File: src/rtl/alu_ctrl_pkg.sv
// ----------------------------------------------------------------------------
// alu_ctrl_pkg
// Shared definitions for the shared-ALU controller:
//   - ALU control codes understood by the shared ALU
//   - FSM state encoding for alu_share_ctrl
//   - legal multiply-latency range and the counter width it implies
//   - helper that classifies an op code as single-cycle or multiply
// ----------------------------------------------------------------------------
package alu_ctrl_pkg;

  localparam logic [2:0] ALUCTRL_AND = 3'b000;
  localparam logic [2:0] ALUCTRL_OR  = 3'b001;
  localparam logic [2:0] ALUCTRL_ADD = 3'b010;
  localparam logic [2:0] ALUCTRL_SUB = 3'b110;
  localparam logic [2:0] ALUCTRL_MUL = 3'b100;

  localparam int MUL_LAT_MIN = 1;
  localparam int MUL_LAT_MAX = 16;
  // The wait counter is loaded with MUL_LAT-1, so MUL_LAT_MAX-1 must fit.
  localparam int MUL_CNT_W   = $clog2(MUL_LAT_MAX);

  typedef enum logic [1:0] {
    IDLE = 2'd0,
    EXEC = 2'd1,
    MULW = 2'd2,
    RESP = 2'd3
  } state_e;

  // Every code outside the four simple ops is treated as a multiply.
  function automatic logic is_single_cycle(input logic [2:0] ctrl);
    return (ctrl == ALUCTRL_AND) || (ctrl == ALUCTRL_OR) ||
           (ctrl == ALUCTRL_ADD) || (ctrl == ALUCTRL_SUB);
  endfunction

endpackage

File: src/rtl/alu_share_ctrl_alu.sv
// ----------------------------------------------------------------------------
// alu_share_ctrl_alu
// Shared combinational ALU. All results are 32 bits modulo 2^32.
// Ports:
//   data1_i    in  32  operand A
//   data2_i    in  32  operand B
//   ALUCtrl_i  in  3   op code (000 and, 001 or, 010 add, 110 sub, else mul)
//   result_o   out 32  result (low 32 bits of the product for multiply)
//   zero_o     out 1   result == 0
// ----------------------------------------------------------------------------
module alu_share_ctrl_alu
  import alu_ctrl_pkg::*;
(
  input  logic [31:0] data1_i,
  input  logic [31:0] data2_i,
  input  logic [2:0]  ALUCtrl_i,
  output logic [31:0] result_o,
  output logic        zero_o
);

  always_comb begin
    result_o = data1_i * data2_i;
    case (ALUCtrl_i)
      ALUCTRL_AND: result_o = data1_i & data2_i;
      ALUCTRL_OR:  result_o = data1_i | data2_i;
      ALUCTRL_ADD: result_o = data1_i + data2_i;
      ALUCTRL_SUB: result_o = data1_i - data2_i;
      default:     result_o = data1_i * data2_i;
    endcase
  end

  assign zero_o = (result_o == 32'd0);

endmodule

File: src/rtl/alu_share_ctrl_rr_arb2.sv
// ----------------------------------------------------------------------------
// rr_arb2
// Two-way round-robin grant. The last_grant register only moves when the
// owner reports an accepted transfer, so a requester that drops valid
// before being accepted does not lose or gain priority.
// Ports:
//   clk_i        in  1  clock, rising edge
//   rst_i        in  1  asynchronous reset, active-low (last_grant -> 1)
//   req0_i       in  1  requester 0 valid
//   req1_i       in  1  requester 1 valid
//   accept_i     in  1  a grant was taken this cycle
//   accept_id_i  in  1  id of the requester that was accepted
//   grant_id_o   out 1  requester currently granted
// ----------------------------------------------------------------------------
module rr_arb2 (
  input  logic clk_i,
  input  logic rst_i,
  input  logic req0_i,
  input  logic req1_i,
  input  logic accept_i,
  input  logic accept_id_i,
  output logic grant_id_o
);

  logic last_grant_q;
  logic last_grant_d;

  // A lone requester always wins; on a tie (or when idle) the requester
  // that was not served last is favoured.
  always_comb begin
    grant_id_o = ~last_grant_q;
    if (req0_i && !req1_i) begin
      grant_id_o = 1'b0;
    end else if (req1_i && !req0_i) begin
      grant_id_o = 1'b1;
    end
  end

  always_comb begin
    last_grant_d = last_grant_q;
    if (accept_i) begin
      last_grant_d = accept_id_i;
    end
  end

  // Reset value 1 lets requester 0 win the first tie.
  always_ff @(posedge clk_i or negedge rst_i) begin
    if (!rst_i) begin
      last_grant_q <= 1'b1;
    end else begin
      last_grant_q <= last_grant_d;
    end
  end

endmodule

File: src/rtl/alu_share_ctrl.sv
// ----------------------------------------------------------------------------
// alu_share_ctrl
// Shares one ALU between requester 0 (pipeline EX stage) and requester 1
// (auxiliary address/loop unit). Arbitrates round-robin, latches the
// operands of the accepted request, runs simple ops in one cycle and
// multiplies in MUL_LAT cycles, then holds a registered response until the
// consumer takes it.
// Parameters:
//   MUL_LAT  cycles spent on a multiply, legal range 1..16
// Ports:
//   clk_i           in  1   clock, rising edge
//   rst_i           in  1   asynchronous reset, active-low
//   reqN_valid_i    in  1   requester N has an operation
//   reqN_ready_o    out 1   requester N accepted when valid & ready
//   reqN_data1_i    in  32  operand A
//   reqN_data2_i    in  32  operand B
//   reqN_ALUCtrl_i  in  3   op code
//   rsp_valid_o     out 1   result valid
//   rsp_ready_i     in  1   consumer takes result
//   rsp_data_o      out 32  result
//   rsp_Zero_o      out 1   result == 0
//   rsp_id_o        out 1   requester that issued the result
//   busy_o          out 1   controller not idle
// ----------------------------------------------------------------------------
module alu_share_ctrl
  import alu_ctrl_pkg::*;
#(
  parameter int MUL_LAT = 3
) (
  input  logic        clk_i,
  input  logic        rst_i,
  input  logic        req0_valid_i,
  output logic        req0_ready_o,
  input  logic [31:0] req0_data1_i,
  input  logic [31:0] req0_data2_i,
  input  logic [2:0]  req0_ALUCtrl_i,
  input  logic        req1_valid_i,
  output logic        req1_ready_o,
  input  logic [31:0] req1_data1_i,
  input  logic [31:0] req1_data2_i,
  input  logic [2:0]  req1_ALUCtrl_i,
  output logic        rsp_valid_o,
  input  logic        rsp_ready_i,
  output logic [31:0] rsp_data_o,
  output logic        rsp_Zero_o,
  output logic        rsp_id_o,
  output logic        busy_o
);

  localparam logic [MUL_CNT_W-1:0] MUL_CNT_INIT = MUL_CNT_W'(MUL_LAT - 1);
  localparam logic                 MUL_IS_SHORT = (MUL_LAT == 1);

  state_e               state_q, state_d;
  logic [31:0]          a_q, a_d;
  logic [31:0]          b_q, b_d;
  logic [2:0]           ctrl_q, ctrl_d;
  logic                 id_q, id_d;
  logic [MUL_CNT_W-1:0] cnt_q, cnt_d;
  logic                 rsp_valid_q, rsp_valid_d;
  logic [31:0]          rsp_data_q, rsp_data_d;
  logic                 rsp_zero_q, rsp_zero_d;
  logic                 rsp_id_q, rsp_id_d;

  logic                 grant_id;
  logic                 in_idle;
  logic                 accept;
  logic [31:0]          sel_data1;
  logic [31:0]          sel_data2;
  logic [2:0]           sel_ctrl;
  logic [31:0]          alu_result;
  logic                 alu_zero;

  rr_arb2 u_arb (
    .clk_i       (clk_i),
    .rst_i       (rst_i),
    .req0_i      (req0_valid_i),
    .req1_i      (req1_valid_i),
    .accept_i    (accept),
    .accept_id_i (grant_id),
    .grant_id_o  (grant_id)
  );

  // The ALU only ever sees the latched operands, which stay constant for
  // the whole multiply wait.
  alu_share_ctrl_alu u_alu (
    .data1_i   (a_q),
    .data2_i   (b_q),
    .ALUCtrl_i (ctrl_q),
    .result_o  (alu_result),
    .zero_o    (alu_zero)
  );

  // Ready is gated by rst_i so nothing can be accepted while in reset.
  assign in_idle      = (state_q == IDLE);
  assign req0_ready_o = in_idle && !grant_id && rst_i;
  assign req1_ready_o = in_idle &&  grant_id && rst_i;
  assign accept       = (req0_valid_i && req0_ready_o) ||
                        (req1_valid_i && req1_ready_o);

  assign sel_data1 = grant_id ? req1_data1_i   : req0_data1_i;
  assign sel_data2 = grant_id ? req1_data2_i   : req0_data2_i;
  assign sel_ctrl  = grant_id ? req1_ALUCtrl_i : req0_ALUCtrl_i;

  // Next-state and datapath update. Operands move only on accept; the
  // response registers move only when a result is captured or consumed.
  always_comb begin
    state_d     = state_q;
    a_d         = a_q;
    b_d         = b_q;
    ctrl_d      = ctrl_q;
    id_d        = id_q;
    cnt_d       = cnt_q;
    rsp_valid_d = rsp_valid_q;
    rsp_data_d  = rsp_data_q;
    rsp_zero_d  = rsp_zero_q;
    rsp_id_d    = rsp_id_q;

    case (state_q)
      IDLE: begin
        if (accept) begin
          a_d    = sel_data1;
          b_d    = sel_data2;
          ctrl_d = sel_ctrl;
          id_d   = grant_id;
          if (is_single_cycle(sel_ctrl) || MUL_IS_SHORT) begin
            state_d = EXEC;
          end else begin
            state_d = MULW;
            cnt_d   = MUL_CNT_INIT;
          end
        end
      end
      EXEC: begin
        rsp_valid_d = 1'b1;
        rsp_data_d  = alu_result;
        rsp_zero_d  = alu_zero;
        rsp_id_d    = id_q;
        state_d     = RESP;
      end
      MULW: begin
        if (cnt_q == '0) begin
          rsp_valid_d = 1'b1;
          rsp_data_d  = alu_result;
          rsp_zero_d  = alu_zero;
          rsp_id_d    = id_q;
          state_d     = RESP;
        end else begin
          cnt_d = cnt_q - 1'b1;
        end
      end
      RESP: begin
        if (rsp_ready_i) begin
          rsp_valid_d = 1'b0;
          state_d     = IDLE;
        end
      end
      default: begin
        state_d = IDLE;
      end
    endcase
  end

  // A reset mid-operation simply discards it: state returns to IDLE and
  // the response registers clear.
  always_ff @(posedge clk_i or negedge rst_i) begin
    if (!rst_i) begin
      state_q     <= IDLE;
      a_q         <= '0;
      b_q         <= '0;
      ctrl_q      <= '0;
      id_q        <= 1'b0;
      cnt_q       <= '0;
      rsp_valid_q <= 1'b0;
      rsp_data_q  <= '0;
      rsp_zero_q  <= 1'b0;
      rsp_id_q    <= 1'b0;
    end else begin
      state_q     <= state_d;
      a_q         <= a_d;
      b_q         <= b_d;
      ctrl_q      <= ctrl_d;
      id_q        <= id_d;
      cnt_q       <= cnt_d;
      rsp_valid_q <= rsp_valid_d;
      rsp_data_q  <= rsp_data_d;
      rsp_zero_q  <= rsp_zero_d;
      rsp_id_q    <= rsp_id_d;
    end
  end

  assign rsp_valid_o = rsp_valid_q;
  assign rsp_data_o  = rsp_data_q;
  assign rsp_Zero_o  = rsp_zero_q;
  assign rsp_id_o    = rsp_id_q;
  assign busy_o      = (state_q != IDLE);

endmodule

File: config.mk
export PLATFORM = sky130hd
export DESIGN_NAME = alu_share_ctrl
export DESIGN_NICKNAME = d
export VERILOG_FILES = /design/src/rtl/alu_ctrl_pkg.sv /design/src/rtl/alu_share_ctrl_alu.sv /design/src/rtl/alu_share_ctrl_rr_arb2.sv /design/src/rtl/alu_share_ctrl.sv
export SDC_FILE = /design/constraint.sdc
export NUM_CORES = 2
export LEC_CHECK = 0
export BUFFER_PORTS_ARGS = -buffer_cell sky130_fd_sc_hd__buf_2
export CAP_MARGIN = 25
export CORE_ASPECT_RATIO = 0.9
export CORE_MARGIN = 4
export CORE_UTILIZATION = 55
export CTS_CLUSTER_SIZE = 25
export DETAILED_ROUTE_END_ITERATION = 6
export PLACE_DENSITY = 0.72
export SLEW_MARGIN = 10
export SYNTH_ARGS = -nofsm -noshare
export SYNTH_HDL_FRONTEND = slang
export SYNTH_SLANG_ARGS = --single-unit
File: constraint.sdc
create_clock -name clk_i -period 9 [get_ports clk_i]
set_input_delay 2.25 -clock clk_i [delete_from_list [all_inputs] [get_ports clk_i]]
set_output_delay 2.25 -clock clk_i [all_outputs]
set_load 0.01 [all_outputs]
After elaboration in Yosys (flattened, before gate mapping). Cells that the tools add are included.

Logic and storage cells: 85. Input bits: 139. Bits in registers: 110.

Add/sub/neg operators: 3. Reduce and logical (&&, ||, !) cells: 29. Multiplexer cells: 24. Eq/ne operators: 14. Multiply operators: 1. Bitwise operators: 3.

Operators by type and width (number): $pmux 32 s4 (1); $mux 32 (3); $pmux 32 s2 (1); $add 32x32->32 (1); $and 32x32->32 (1); $logic_not 32->1 (1); $mul 32x32->32 (1); $or 32x32->32 (1); $sub 32x32->32 (1); $mux 4 (3); $logic_and 1x1->1 (8); $mux 2 (4); $ne 2x2->1 const B (4); $pmux 2 s4 (1); $pmux 4 s2 (1); $eq 3x1->1 const B (2); $eq 3x2->1 const B (2); $eq 3x3->1 const B (2); $logic_not 3->1 (2); $mux 1 (6); $reduce_and 3->1 (2); $reduce_bool 2->1 (3); $eq 2x2->1 const B (2); $logic_not 4->1 (1); other kinds (13) (20).

Logic depth before layout (Yosys ltp).
Depth in word-level cells: 12. Mapped depth: 30. Depth with buffers taken out: 27.

Cells and area by module. A second synthesis with hierarchy kept.

Cells, all modules: 2741. Area, all modules: 24581.1 µm².

By module, submodules not included: alu_share_ctrl_alu (instances 1, area an instance 19632.6 µm², cells an instance 2308, sequential area each 0.0 µm²); alu_share_ctrl (instances 1, area an instance 4894.7 µm², cells an instance 427, sequential area each 2727.6 µm²); rr_arb2 (instances 1, area an instance 53.8 µm², cells an instance 6, sequential area each 26.3 µm²).

Worst setup path before layout. No wires, ideal clock.

Kind: register to register. Start point: register b_q[5]. End point: register rsp_zero_q, in the netlist rsp_Zero_o. Stages on the path, launching flop included: 28. Buffers on the path: 3. Arrival time: 7.673 ns. Setup slack: 1.251 ns. Clock period less this slack: 7.749 ns. Required time: 8.924 ns. Path through: dfrtp_1 > clkbuf_1 > clkbuf_1 > and2_1 > fa_1 > fa_1 > fa_1 > inv_1 > fa_1 > inv_1 > fa_1 > inv_1 > fa_1 > inv_1 > fa_1 > fa_1 > ha_1 > buf_4 > and3_1 > a221o_1 > a21o_1 > a31oi_4 > xnor2_1 > a221o_1 > nor4b_1 > nand4_1 > or4_1 > o21ai_1.

Word-level cells in the longest chain between the ends: 5. Elaborated cells on any way between the ends: 9. Those cells by class: add/sub (2); mul (1); mux (3); bitwise (2); reduce/logical (1).

RTL lines: from (decl) (RTL line alu_share_ctrl.sv:55) `logic [31:0] b_q, b_d;`; from (signal assigned) (RTL line alu_share_ctrl.sv:169) `b_q <= '0;`; from (signal assigned) (RTL line alu_share_ctrl.sv:180) `b_q <= b_d;`; $mul 32x32->32 (tied with other cells) (RTL line alu_share_ctrl_alu.sv:28) `default: result_o = data1_i * data2_i;`; $pmux 32 s4 (*) (RTL line alu_share_ctrl_alu.sv:23) `case (ALUCtrl_i)`; $logic_not 32->1 (*) (RTL line alu_share_ctrl_alu.sv:32) `assign zero_o = (result_o == 32'd0);`; $mux 1 (RTL line alu_share_ctrl.sv:141) `if (cnt_q == '0) begin`; $pmux 1 s2 (*) (RTL line alu_share_ctrl.sv:118) `case (state_q)`; to (signal assigned) (RTL line alu_share_ctrl.sv:186) `rsp_zero_q <= rsp_zero_d;`; to (decl) (RTL line alu_share_ctrl.sv:61) `logic rsp_zero_q, rsp_zero_d;`.

Every way passes the cells marked *; elsewhere a longest branch is shown, timed or not. The select of a mux whose other input is x is not followed. A chain may end at the register's enable or synchronous reset.

Worst setup path in the final report.
Start point: register b_q[2]. End point: register rsp_zero_q, in the netlist rsp_Zero_o.

Same word-level chain as after synthesis.

==> results by group <==
Status
  – Status: complete, no violations

Worst setup path
  – Max stage delay cell, worst path: dfrtp_1
  – R2R cell count: 24
  – CP Launch Type: register
  – Cell family with most CP delay: adder cells
  – CP Cell Sequence: and2_1, fa_1, inv_1, fa_1, fa_1, fa_1, inv_1, fa_1, inv_1, fa_1, inv_1, fa_1, fa_1, ha_1, and3_1, a221o_1, a21o_1, a31oi_4, o21bai_1, xor2_1, a221oi_1, nand4_1, or4_1, o21ai_1
  – Buf/Inv on CP: 4
  – Crit. End Element: register
  – Most used cell, CP: fa_1
  – Critical path type: register to register
  – Worst path max stage delay: around 0.66 ns
  – Worst EP arrival: about 9 ns
  – Req. time, crit path: around 9.3 ns
  – Crit path depth: 24
  – CP Max Fanout: 17

Clock network
  – PostCTS Resize Cnt: 0
  – CTS Sinks: between 100 and 150
  – Clock Path Buffers: 2
  – H-Tree Depth: 3
  – Num CTS Buffers: 9
  – Setup bufs post-CTS: 0
  – Worst-Skew Late Latency: around 0.4 ns
  – CTS Hold Bufs: 0
  – Worst-path clk slew: ~0.1 ns
  – CTS root buf: clkbuf_16
  – CTS tree: yes

STA
  – Clock Skew: between 0.02 and 0.025 ns
  – Setup Viol. Count Final: 0
  – Pin slew with the least headroom to its limit: 1.071 ns
  – Fin crit share: 94.98%
  – RSZ-0062 raised after global routing: no
  – Crit path time final: 8.548 ns
  – Fmax: ~120 MHz
  – Rel. slew slack: 28.63%
  – Final Hold Fails: 0
  – Worst Setup Slack, final: roughly 0.45 ns
  – Slew Viols, Final: 0
  – Final setup TNS: 0 ns

Placement
  – Gpl congestion: roughly 0.98
  – Port bufs: around 180
  – Pre-CTS setup slack: ~0.58 ns
  – HPWL Detailed: 61.77 mm
  – # placed instances: around 3,400

Global routing
  – Initial antenna violation count: 3
  – Global-route wire length before repair: ~120 mm
  – GR Util All Layers: between 30% and 40%
  – Largest net degree at the start of global routing: ~90
  – Vias in the first global route: between 20,000 and 25,000
  – Global route overflow: 0

Synthesis
  – Synth warn: 0
  – Most common cell in the synthesized netlist: fa_1
  – Post-synth EDFFs: 0
  – Share of the synthesized area in the top cell type: between 30% and 40%
  – Syn Inst Count: approximately 2,800
  – Most instantiated cells after synthesis: fa_1 (409), inv_1 (392), nand2_1 (369), and2_1 (322), clkbuf_1 (165)
  – Cell taking the most area after synthesis: fa_1
  – Syn_area_per_cell: ~8.8 sq um
  – Top_reg_cell synth: dfrtp_1
  – Yosys reg bits: 110
  – Part of the Yosys area used for sequential elements: 11.34%
  – FFs w/ async S/R, synth: 100.0%
  – Synth unique cells: 84
  – Synth area leaders: fa_1 (34%), dfrtp_1 (11%), ha_1 (8.4%)
  – Mapped Nets: around 3,500
  – Syn Std Cell Area: 24,280 sq um

Run
  – Max Cap Violations: 0

Floorplan
  – Core area: roughly 43,000 sq um
  – Initial Utilization: a little under three fifths
  – Die span in x: around 230 um
  – Die area: around 48,000 sq um
  – FP Rows: 72
  – Die height: 207.3 um
  – Io pins: ~180

Drt
  – Routed wire per std cell: around 22 um
  – DRC viols: 0
  – Initial DRC count: around 1,900
  – Routed vias: about 20,000
  – Remaining antenna violation count: 0
  – Wirelength, routed: ~77 mm
  – Initial DRT Pass Iterations: 6
  – Post-DR vias/cell: between 5 and 6

Final layout
  – Syn-to-layout area delta: 7.131%
  – Final nets: ~3,500
  – N_diodes: 0
  – Cell Count, Final, Fillers Out: 3,429
  – Share of post-route cells with drive strength above 1: about a tenth

Worst hold path
  – Hold crit path type: register to register
  – Hold Crit Depth: 2
## registers in the layout, summed over array words and instances, names as in the netlist
| name | flops |
|---|---|
| a_q | 32 |
| b_q | 32 |
| cnt_q | 4 |
| ctrl_q | 3 |
| id_q | 1 |
| rsp_Zero_o | 1 |
| rsp_data_o | 32 |
| rsp_id_o | 1 |
| rsp_valid_o | 1 |
| state_q | 2 |
| u_arb.last_grant_q | 1 |
## worst min-delay path, cell delays in order, from the launching register on
cell and delay [ns]:
dfstp_2 0.39, nand2_1 0.05, nand2_1 0.05
## metrics by stage
stage | hold WS [ns] | instance area [sq um] | util [%]
after floorplan | 0.4419 | 24280 | -
after CTS | 0.4823 | 25990 | 59.99
after global placement | 0.4560 | 25660 | 59.21
after detailed placement | 0.4649 | 25670 | 59.25
after global routing | 0.5026 | 26020 | 60.04
final | 0.4776 | 26020 | 60.04
## layout by cell type (no fill, tap or decap), types with 14 or more instances in the layout
master   Yosys  layout
buf_4        1      61
maj3_1      16      16
nand2_1    369     368
xnor2_1     88      88
nand3_1     21      21
nor2_1      69      69
nor4_1      14      14
a21oi_1     81      81
nor3_1      22      22
mux2i_1     77      77
fa_1       409     409
xor2_1      40      40
a21o_1      25      25
buf_2        5     175
dfrtp_1    109     109
ha_1       163     163
and2_1     322     322
inv_1      392     392
o21ai_0    148     147
## final cells by class
cell class | count | area, sq um
Fill cell | 3817 | 17320
Clock inverter | 7 | 96.34
Tap cell | 592 | 740.7
Clock buffer | 9 | 225.2
Timing Repair Buffer | 238 | 1364
Sequential cell | 110 | 2754
Inverter | 392 | 1471
Multi-Input combinational cell | 2081 | 19360
## layer usage
metal | vias to the layer above | global-route usage, % | share of wire (%)
met3 | 214 | 5.187 | 8.4
met5 | - | 0 | 0.017
met2 | 1007 | 53.85 | 47
met1 | 10090 | 43.79 | 40
met4 | 2 | 13.32 | 4.8
li1 | 8855 | - | -
## path summary, 6_finish.rpt
path / to / slack [ns] / startpoint
max reg2reg: rsp_Zero_o$_DFFE_PN0P_ / 0.45 / b_q[2]$_DFFE_PN0P_
min in group asynchronous: id_q$_DFFE_PN0P_ / 1.88 / rst_i
max in group asynchronous: b_q[7]$_DFFE_PN0P_ / 5.76 / rst_i
min reg2reg: u_arb.last_grant_q$_DFFE_PN1N_ / 0.48 / u_arb.last_grant_q$_DFFE_PN1N_
max: rsp_Zero_o$_DFFE_PN0P_ / 0.45 / b_q[2]$_DFFE_PN0P_
min: u_arb.last_grant_q$_DFFE_PN1N_ / 0.48 / u_arb.last_grant_q$_DFFE_PN1N_
## kinds of logic after synthesis
kind of cell / after synthesis / synth area share (%)
xor gates and xnor gates: 129 / 4.709
DFF: 110 / 11.34
buffers and inverters: 574 / 8.975
and+or+nand+nor: 895 / 18.63
muxes: 85 / 3.545
AOI/OAI and AO/OA: 384 / 10.03
adders and majority gates: 588 / 42.77
Power is left out: the tool's default activity adds up to more than one toggle a clock period on the data nets, which glitch-free logic cannot reach.
